File: src/rtl/enc_pkg.sv
// Shared widths, code type and the priority function for the 9-line inverted-BCD encoder.
package enc_pkg;

    localparam int N_LINES = 9;
    localparam int CODE_W  = 4;

    typedef logic [CODE_W-1:0] bcd_t;

    // Scan from the top line down; the first low line sets the value. All-high returns 0.
    function automatic bcd_t prio_bcd(logic [N_LINES-1:0] req_n);
        bcd_t d;
        logic found;
        d     = '0;
        found = 1'b0;
        for (int k = N_LINES - 1; k >= 0; k--) begin
            if (!found && !req_n[k]) begin
                d     = CODE_W'(k + 1);
                found = 1'b1;
            end
        end
        return d;
    endfunction

endpackage

File: src/rtl/encoder_0_comb.sv
// Combinational part of the encoder: priority pick and output inversion.
module encoder_0_comb
    import enc_pkg::*;
(
    input  logic [N_LINES-1:0] I_n,
    output bcd_t               code_n
);

    assign code_n = ~prio_bcd(I_n);

endmodule

File: src/rtl/encoder_0.sv
// Registered 9-to-4 inverted-BCD priority encoder (74x147 behaviour, one cycle latency).
module encoder_0
    import enc_pkg::*;
(
    input  logic               clk,
    input  logic               rst,
    input  logic [N_LINES-1:0] I_n,
    output bcd_t               Y_n
);

    bcd_t code_next;

    encoder_0_comb u_comb (
        .I_n    (I_n),
        .code_n (code_next)
    );

    // All-ones is the "no request" code, so reset lands on a legal output value.
    always_ff @(posedge clk or posedge rst) begin
        if (rst) begin
            Y_n <= '1;
        end else begin
            Y_n <= code_next;
        end
    end

endmodule

File: config.mk
export PLATFORM = sky130hd
export DESIGN_NAME = encoder_0
export DESIGN_NICKNAME = d
export VERILOG_FILES = /design/src/rtl/enc_pkg.sv /design/src/rtl/encoder_0_comb.sv /design/src/rtl/encoder_0.sv
export SDC_FILE = /design/constraint.sdc
export NUM_CORES = 1
export LEC_CHECK = 0
export CORE_AREA = 2 2 39 41
export DETAILED_ROUTE_END_ITERATION = 6
export DIE_AREA = 0 0 41 43
export GPL_TIMING_DRIVEN = 0
export SYNTH_ARGS = -nofsm -noshare
export SYNTH_HDL_FRONTEND = slang
export SYNTH_SLANG_ARGS = --single-unit
File: constraint.sdc
create_clock -name clk -period 0.8 [get_ports clk]
set_input_delay 0.08 -clock clk [delete_from_list [all_inputs] [get_ports clk]]
set_output_delay 0.08 -clock clk [all_outputs]
set_load 0.02 [all_outputs]
Word level (Yosys, flattened, before mapping). Index checks and enable logic that the tools add are counted.

Reduce and logical (&&, ||, !) cells: 23. Multiplexer cells: 17. Bitwise gates (word level): 1.

Operators with widths (count): two-way mux 4 bit (9); zero test 1 bit (15); logical AND 1 bit (8); two-way mux 1 bit (8); NOT 4 bit (1).

Input port bits: 11. Logic and storage cells: 42. Register bits after elaboration: 4.

Depth between registers and ports, before layout. Gate-level depths: netlist of the first run.

Word-level depth: 25. Depth in mapped cells: 3.

By module. A second synthesis of the first run with hierarchy kept.

Cells, all modules: 17. Area, all modules: 190.2 sq um.

Modules (own cells, without submodules): encoder_0 (area each 108.9 sq um, times used 1, seq. area each 105.1 sq um, cells each 5); encoder_0_comb (area each 81.3 sq um, times used 1, seq. area each 0.0 sq um, cells each 12).

Least setup slack after synthesis of the first run. OpenSTA, ideal clock, no wires.

Path type: register to output. From: reg Y_n[0]. To: out Y_n[0]. Data required time: 0.720 ns. Path buffers: 0. Cell stages (with the launch flop): 1. Path slack: 0.166 ns. Arrival: 0.554 ns. Cell sequence: dfstp_2.

RTL lines: from (decl) (line encoder_0.sv:8) `output bcd_t Y_n`; from (signal assigned) (line encoder_0.sv:23) `Y_n <= code_next;`.

No word-level cell between the ends.

Final worst setup path of the first run.
From: reg Y_n[0]. To: out Y_n[0].

No word-level cell between the ends.

==> results of run 1 <==
[layout make-up]
cell class                      count  area [µm²]
Fill cell                         141         998
Clock buffer                        3        22.5
Timing Repair Buffer               14         149
Inverter                            2        7.51
Multi-Input combinational cell     11        81.3
Sequential cell                     4         105
Tap cell                           16        20.0
[per-stage QoR]
| step | util (%) | hold slack [ns] | setup slack (ns) | total power [mW] | instance area [µm²] |
|---|---|---|---|---|---|
| 2_1_floorplan | - | 0.0352 | 0.166 | 0.269 | 190 |
| 3_3_place_gp | 25.3 | 0.467 | -0.362 | 0.350 | 350 |
| 3_5_place_dp | 25.3 | 0.469 | -0.368 | 0.351 | 350 |
| 4_1_cts | 27.2 | 0.228 | -0.149 | 0.609 | 377 |
| 5_1_grt | 27.8 | 0.161 | -0.162 | 0.639 | 385 |
| 6_report | 27.8 | 0.135 | -0.135 | 0.591 | 385 |
[cell families (layout without fill, tap and decap cells)]
group                  Yosys count  count (layout)  share of synthesized area, %
and+or+nand+nor                  6               6                          20.4
AOI/OAI and AO/OA                5               5                          20.4
DFF                              4               4                          55.3
buffers and inverters            2              19                          3.95
[power by group]
group          internal (mW)  switching, mW
combinational         0.0734         0.0480
sequential             0.224        0.00505
clock                  0.167         0.0735
[final timing paths]
kind                                   from               end  slack, ns
setup / recovery           Y_n[0]$_DFF_PP1_            Y_n[0]      -0.14
hold / removal                       I_n[6]  Y_n[1]$_DFF_PP1_       0.14
min in group asynchronous               rst  Y_n[1]$_DFF_PP1_       0.22
max in group asynchronous               rst  Y_n[3]$_DFF_PP1_       0.55
[tightest hold or removal path: stages]
cell	delay [ns]
dlymetal6s2s_1	0.15
nand2_1	0.06
o21ai_1	0.06
[per-layer routing]
metal,vias up,track usage [%],part of all wire (%)
met5,-,0,0
met4,0,10.0,2.4
met3,2,1.57,12
met2,13,7.19,51
met1,67,5.52,34
li1,91,-,-
[cells in the final DEF, fill, tap and decap left out]
cell / Yosys / routed
a211oi_2: 1 / 1
a21boi_1: 1 / 1
a21oi_2: 1 / 2
and2_1: 1 / 1
buf_6: 0 / 4
clkbuf_4: 0 / 3
clkdlybuf4s50_1: 0 / 7
dfstp_2: 4 / 4
dlygate4sd2_1: 0 / 1
dlymetal6s2s_1: 0 / 2
inv_1: 2 / 2
nand2_1: 2 / 2
nand2b_1: 2 / 2
nand4_2: 1 / 1
o21ai_1: 1 / 1
[repair_timing]
| item | CTS | global route |
|---|---|---|
| buffers inserted | 0 | 0 |
| setup endpoints to repair | 5 | 6 |
| resized for setup | 25 | 3 |
| hold endpoints to repair | 0 | 0 |
==> impl_results.md, run 1 <==
* DR iter-0 viols at 4
* Ys async rst share at between 90% and 100%
* Largest net degree at the start of global routing at 5
* Critical Path RT at between 0.7 and 0.8 ns
* IO buf count at 14
* Critical Path End Type: output pin
* Number of flops mapped to enable cells by yosys at 0
* Flops & latches, synth at 4
* Crit path kind: reg -> out
* Critical path launch point type: flop
* Worst path depth at 1
* Worst min-delay path class: in -> reg
* Mapped Area at around 190 µm²
* Tot GR Track Use at approximately 5.8%
* Status: finished with violations
* VDD IR-drop max at about 370 µV
* Clk root buf: clkbuf_4
* Largest Register: Y_n
* Clk sink count at 4
* I/O Pins at 15
* Final period utilization at 117%
* Synth area leaders: dfstp_2 (55%), a211oi_2 (6.6%), nand2b_1 (6.6%)
* Final Max Slew Viols at 0
* Depth of the worst hold-timing path at 3
* Post-synthesis cell count at 17
* Antenna violations before repair at 0
* Leakage power at approximately 0.18 nW
* Hold buffer count at cts at 0
* Die X at 41 µm
* Cts bufs inserted at 3
* Failing checks: setup timing
* Max reg flops at 4
* NumNets Final at between 40 and 50
* Final min period at 0.935 ns
* Critical-path cell list: buf_6
* Critical Path AT at around 0.86 ns
* Max-slew headroom at roughly 90%
* Non-Filler Instances at 50
* CTS tree: done
* Cell accounting for the most synthesized area: dfstp_2
* Most numerous cell in the Yosys netlist: dfstp_2
* Avg Cell Area, Syn at approximately 11 µm²
* MaxCap Viol Count at 0
* Worst-Margin Slew at approximately 0.15 ns
* Most used DFF post-synth: dfstp_2
* Core area at 1380 µm²
* CP max FO at 1
* Via Count at 173
* Drt first pass iters at 3
* CP Buf/Inv Count at 1
* Post-Place Cells at 47
* CP top delay family: flip-flops
* Drt total wl at about 380 µm
* Final Worst Setup Slack at -0.135 ns
* Post-synth top area share at 55.3%
* Commonest cells in the netlist: dfstp_2 (4), inv_1 (2), nand2_1 (2), nand2b_1 (2)
* RSZ-0062 raised after global routing: yes
* Synth-to-Final Area Change at 103%
* Power Density at between 1500 and 2000 nW/µm²
* Fmax at 1.07 GHz
* GP Congestion at between 0.5 and 0.6
* Largest regs: Y_n: 4 flops
* Register area share after synthesis at roughly 55%
* Vias in the first global route at 170
* Synth unique cells at 11
* CP max stage cell: dfstp_2
* Setup total negative slack at -0.531 ns
* Global-route wire length before repair at 607 µm
* Worst-case clock buffer depth at 2
* Syn_nets at 28
* Wire per inst at ~7.6 µm
* Final setup viols at 4
* Post-DP HPWL at 305 µm
* Initial Util at a little over an eighth
* Vias/cell at approximately 3.5
* Number of remaining DRC errors at 0
* Synthesis warning total at 0
* # rows at 14
* Worst-path clk slew at ~0.030 ns
* H-tree depth at 1
* GR Overflow Total at 0
* N_diodes at 0
* Layout cells sized above 1 at approximately 44%
* Final Hold Vio Count at 0
* Max incr delay on CP at 0.52 ns
* Antenna Violating Nets Remaining at 0
* Die footprint at approximately 1800 µm²
* Die H at 43 µm
Note: power is estimated with default switching activity, not from simulation.
==> run 2: changes to the inputs <==
Settings changed: TNS_END_PERCENT set to 1.
==> run 2 against run 1 <==
- the run still ends with setup timing left
- utilization shrank 0.45 points
- clock-buffer cell count is the same
- sequential share of layout area grew 0.45 points
- global-route usage is the same
- combinational power is essentially flat
- non-clock buffer count is the same
- final cell count is the same
- sequential power is essentially flat
- clock power is essentially flat
- worst setup slack gained 0.0012 ns
- via count is the same
- critical path depth is the same
- critical endpoint unchanged
- highest routed layer is now met3
==> impl_results.md, run 2 (synthesized netlist as in run 1, its figures left out) <==
* H-tree depth at 1
* Critical Path RT at around 0.72 ns
* Vias/cell at 3.46
* Worst-Margin Slew at ~0.15 ns
* Status: finished with violations
* Fmax at roughly 1.1 GHz
* GR Overflow Total at 0
* Via Count at ~170
* Final Max Slew Viols at 0
* Final period utilization at 117%
* I/O Pins at 15
* Final min period at about 0.93 ns
* Power Density at approximately 1600 nW/µm²
* Failing checks: setup timing
* Number of remaining DRC errors at 0
* Antenna Violating Nets Remaining at 0
* Final Worst Setup Slack at -0.134 ns
* GP Congestion at roughly 0.57
* Vias in the first global route at 170
* Die H at about 43 µm
* Worst-path clk slew at 0.04 ns
* Critical Path End Type: output pin
* CP Buf/Inv Count at 1
* Worst min-delay path class: in -> reg
* Clk root buf: clkbuf_4
* Die footprint at 1760 µm²
* Worst path depth at 1
* Max-slew headroom at ~90%
* Synth-to-Final Area Change at 99.3%
* # rows at 14
* Final setup viols at 4
* CP max stage cell: dfstp_2
* DR iter-0 viols at 1
* Worst-case clock buffer depth at 2
* Internal power at between 0.4 and 0.5 mW
* Drt first pass iters at 2
* Drt total wl at approximately 390 µm
* MaxCap Viol Count at 0
* Cts bufs inserted at 3
* Global-route wire length before repair at ~610 µm
* Largest net degree at the start of global routing at 5
* Antenna violations before repair at 0
* Critical path launch point type: flop
* CP top delay family: flip-flops
* Commonest non-fill, non-tap cell in the layout: clkdlybuf4s50_1
* Largest Register: Y_n
* Sw Pwr at between 0.1 and 0.15 mW
* RSZ-0062 raised after global routing: yes
* Core area at ~1400 µm²
* Leakage power at 0.167 nW
* CTS tree: done
* Sw frac at 21.3%
* Tot GR Track Use at around 5.8%
* Post-DP HPWL at around 310 µm
* Depth of the worst hold-timing path at 3
* Critical-path cell list: buf_6
* N_diodes at 0
* NumNets Final at 47
* Fin util at about 27%
* CP max FO at 1
* Initial Util at a little over an eighth
* Final Hold Vio Count at 0
* Crit path kind: reg -> out
* Most frequent cells in the layout: clkdlybuf4s50_1 (8), dfstp_2 (4), buf_6 (4), clkbuf_4 (3)
* Critical Path AT at around 0.85 ns
* IO buf count at 14
* Layout cells sized above 1 at approximately 41%
* Register share of total power at 38.8%
* Die X at 41 µm
* Largest regs: Y_n: 4 flops
* Setup WS pre-CTS at -0.368 ns
* VDD IR-drop max at ~360 µV
* Wire per inst at about 7.8 µm
* Max reg flops at 4
* Max incr delay on CP at about 0.52 ns
* Clock Power Share at about two fifths
* Logic pwr share at between 20% and 30%
* Clk sink count at 4
* Hold buffer count at cts at 0
## run 2: power groups by stage
stage | Sequential [mW] | Clock [mW] | Combinational, mW
final | 0.229 | 0.240 | 0.121
after detailed placement | 0.228 | 0 | 0.122
after global routing | 0.229 | 0.277 | 0.132
after CTS | 0.229 | 0.257 | 0.123
after floorplan | 0.245 | 0 | 0.0244
after global placement | 0.228 | 0 | 0.122
## run 2: per-layer routing
layer / up-vias / wire [µm] / GRT usage, % / part of all wire [%]
met5: - / 0 / 0 / 0
met4: 0 / 0 / 10.0 / 0
met3: 0 / 42 / 1.57 / 11
met2: 11 / 200 / 7.19 / 51
met1: 70 / 147 / 5.52 / 38
li1: 92 / - / - / -
## run 2: final cells by class
cell class	count	area, µm²
multi-input cells	11	77.6
fillers	144	1000
repair buffers	14	146
inverters	2	7.51
well taps	16	20.0
clock buffers	3	22.5
flip-flops and latches	4	105
## run 2: repair_timing
action,in CTS,in global routing
gates resized for setup,25,1
setup buffers,0,0
setup endpoints to repair,5,6
## run 2: path summary, 6_finish.rpt
kind                                     to  slack, ns             start
setup / recovery                     Y_n[0]      -0.13  Y_n[0]$_DFF_PP1_
hold / removal             Y_n[2]$_DFF_PP1_       0.17            I_n[4]
max in group asynchronous  Y_n[3]$_DFF_PP1_       0.55               rst
min in group asynchronous  Y_n[1]$_DFF_PP1_       0.23               rst
## run 2: stage by stage
stage / cells / hold slack [ns] / area (µm²) / TNS, ns / total power [mW]
CTS: 50 / 0.228 / 377 / -0.582 / 0.609
detailed placement: 47 / 0.469 / 350 / -2.11 / 0.351
floorplan: 17 / 0.0352 / 190 / 0 / 0.269
global route: 50 / 0.176 / 379 / -0.641 / 0.638
global placement: 47 / 0.467 / 350 / -2.09 / 0.350
finish: 50 / 0.168 / 379 / -0.528 / 0.591
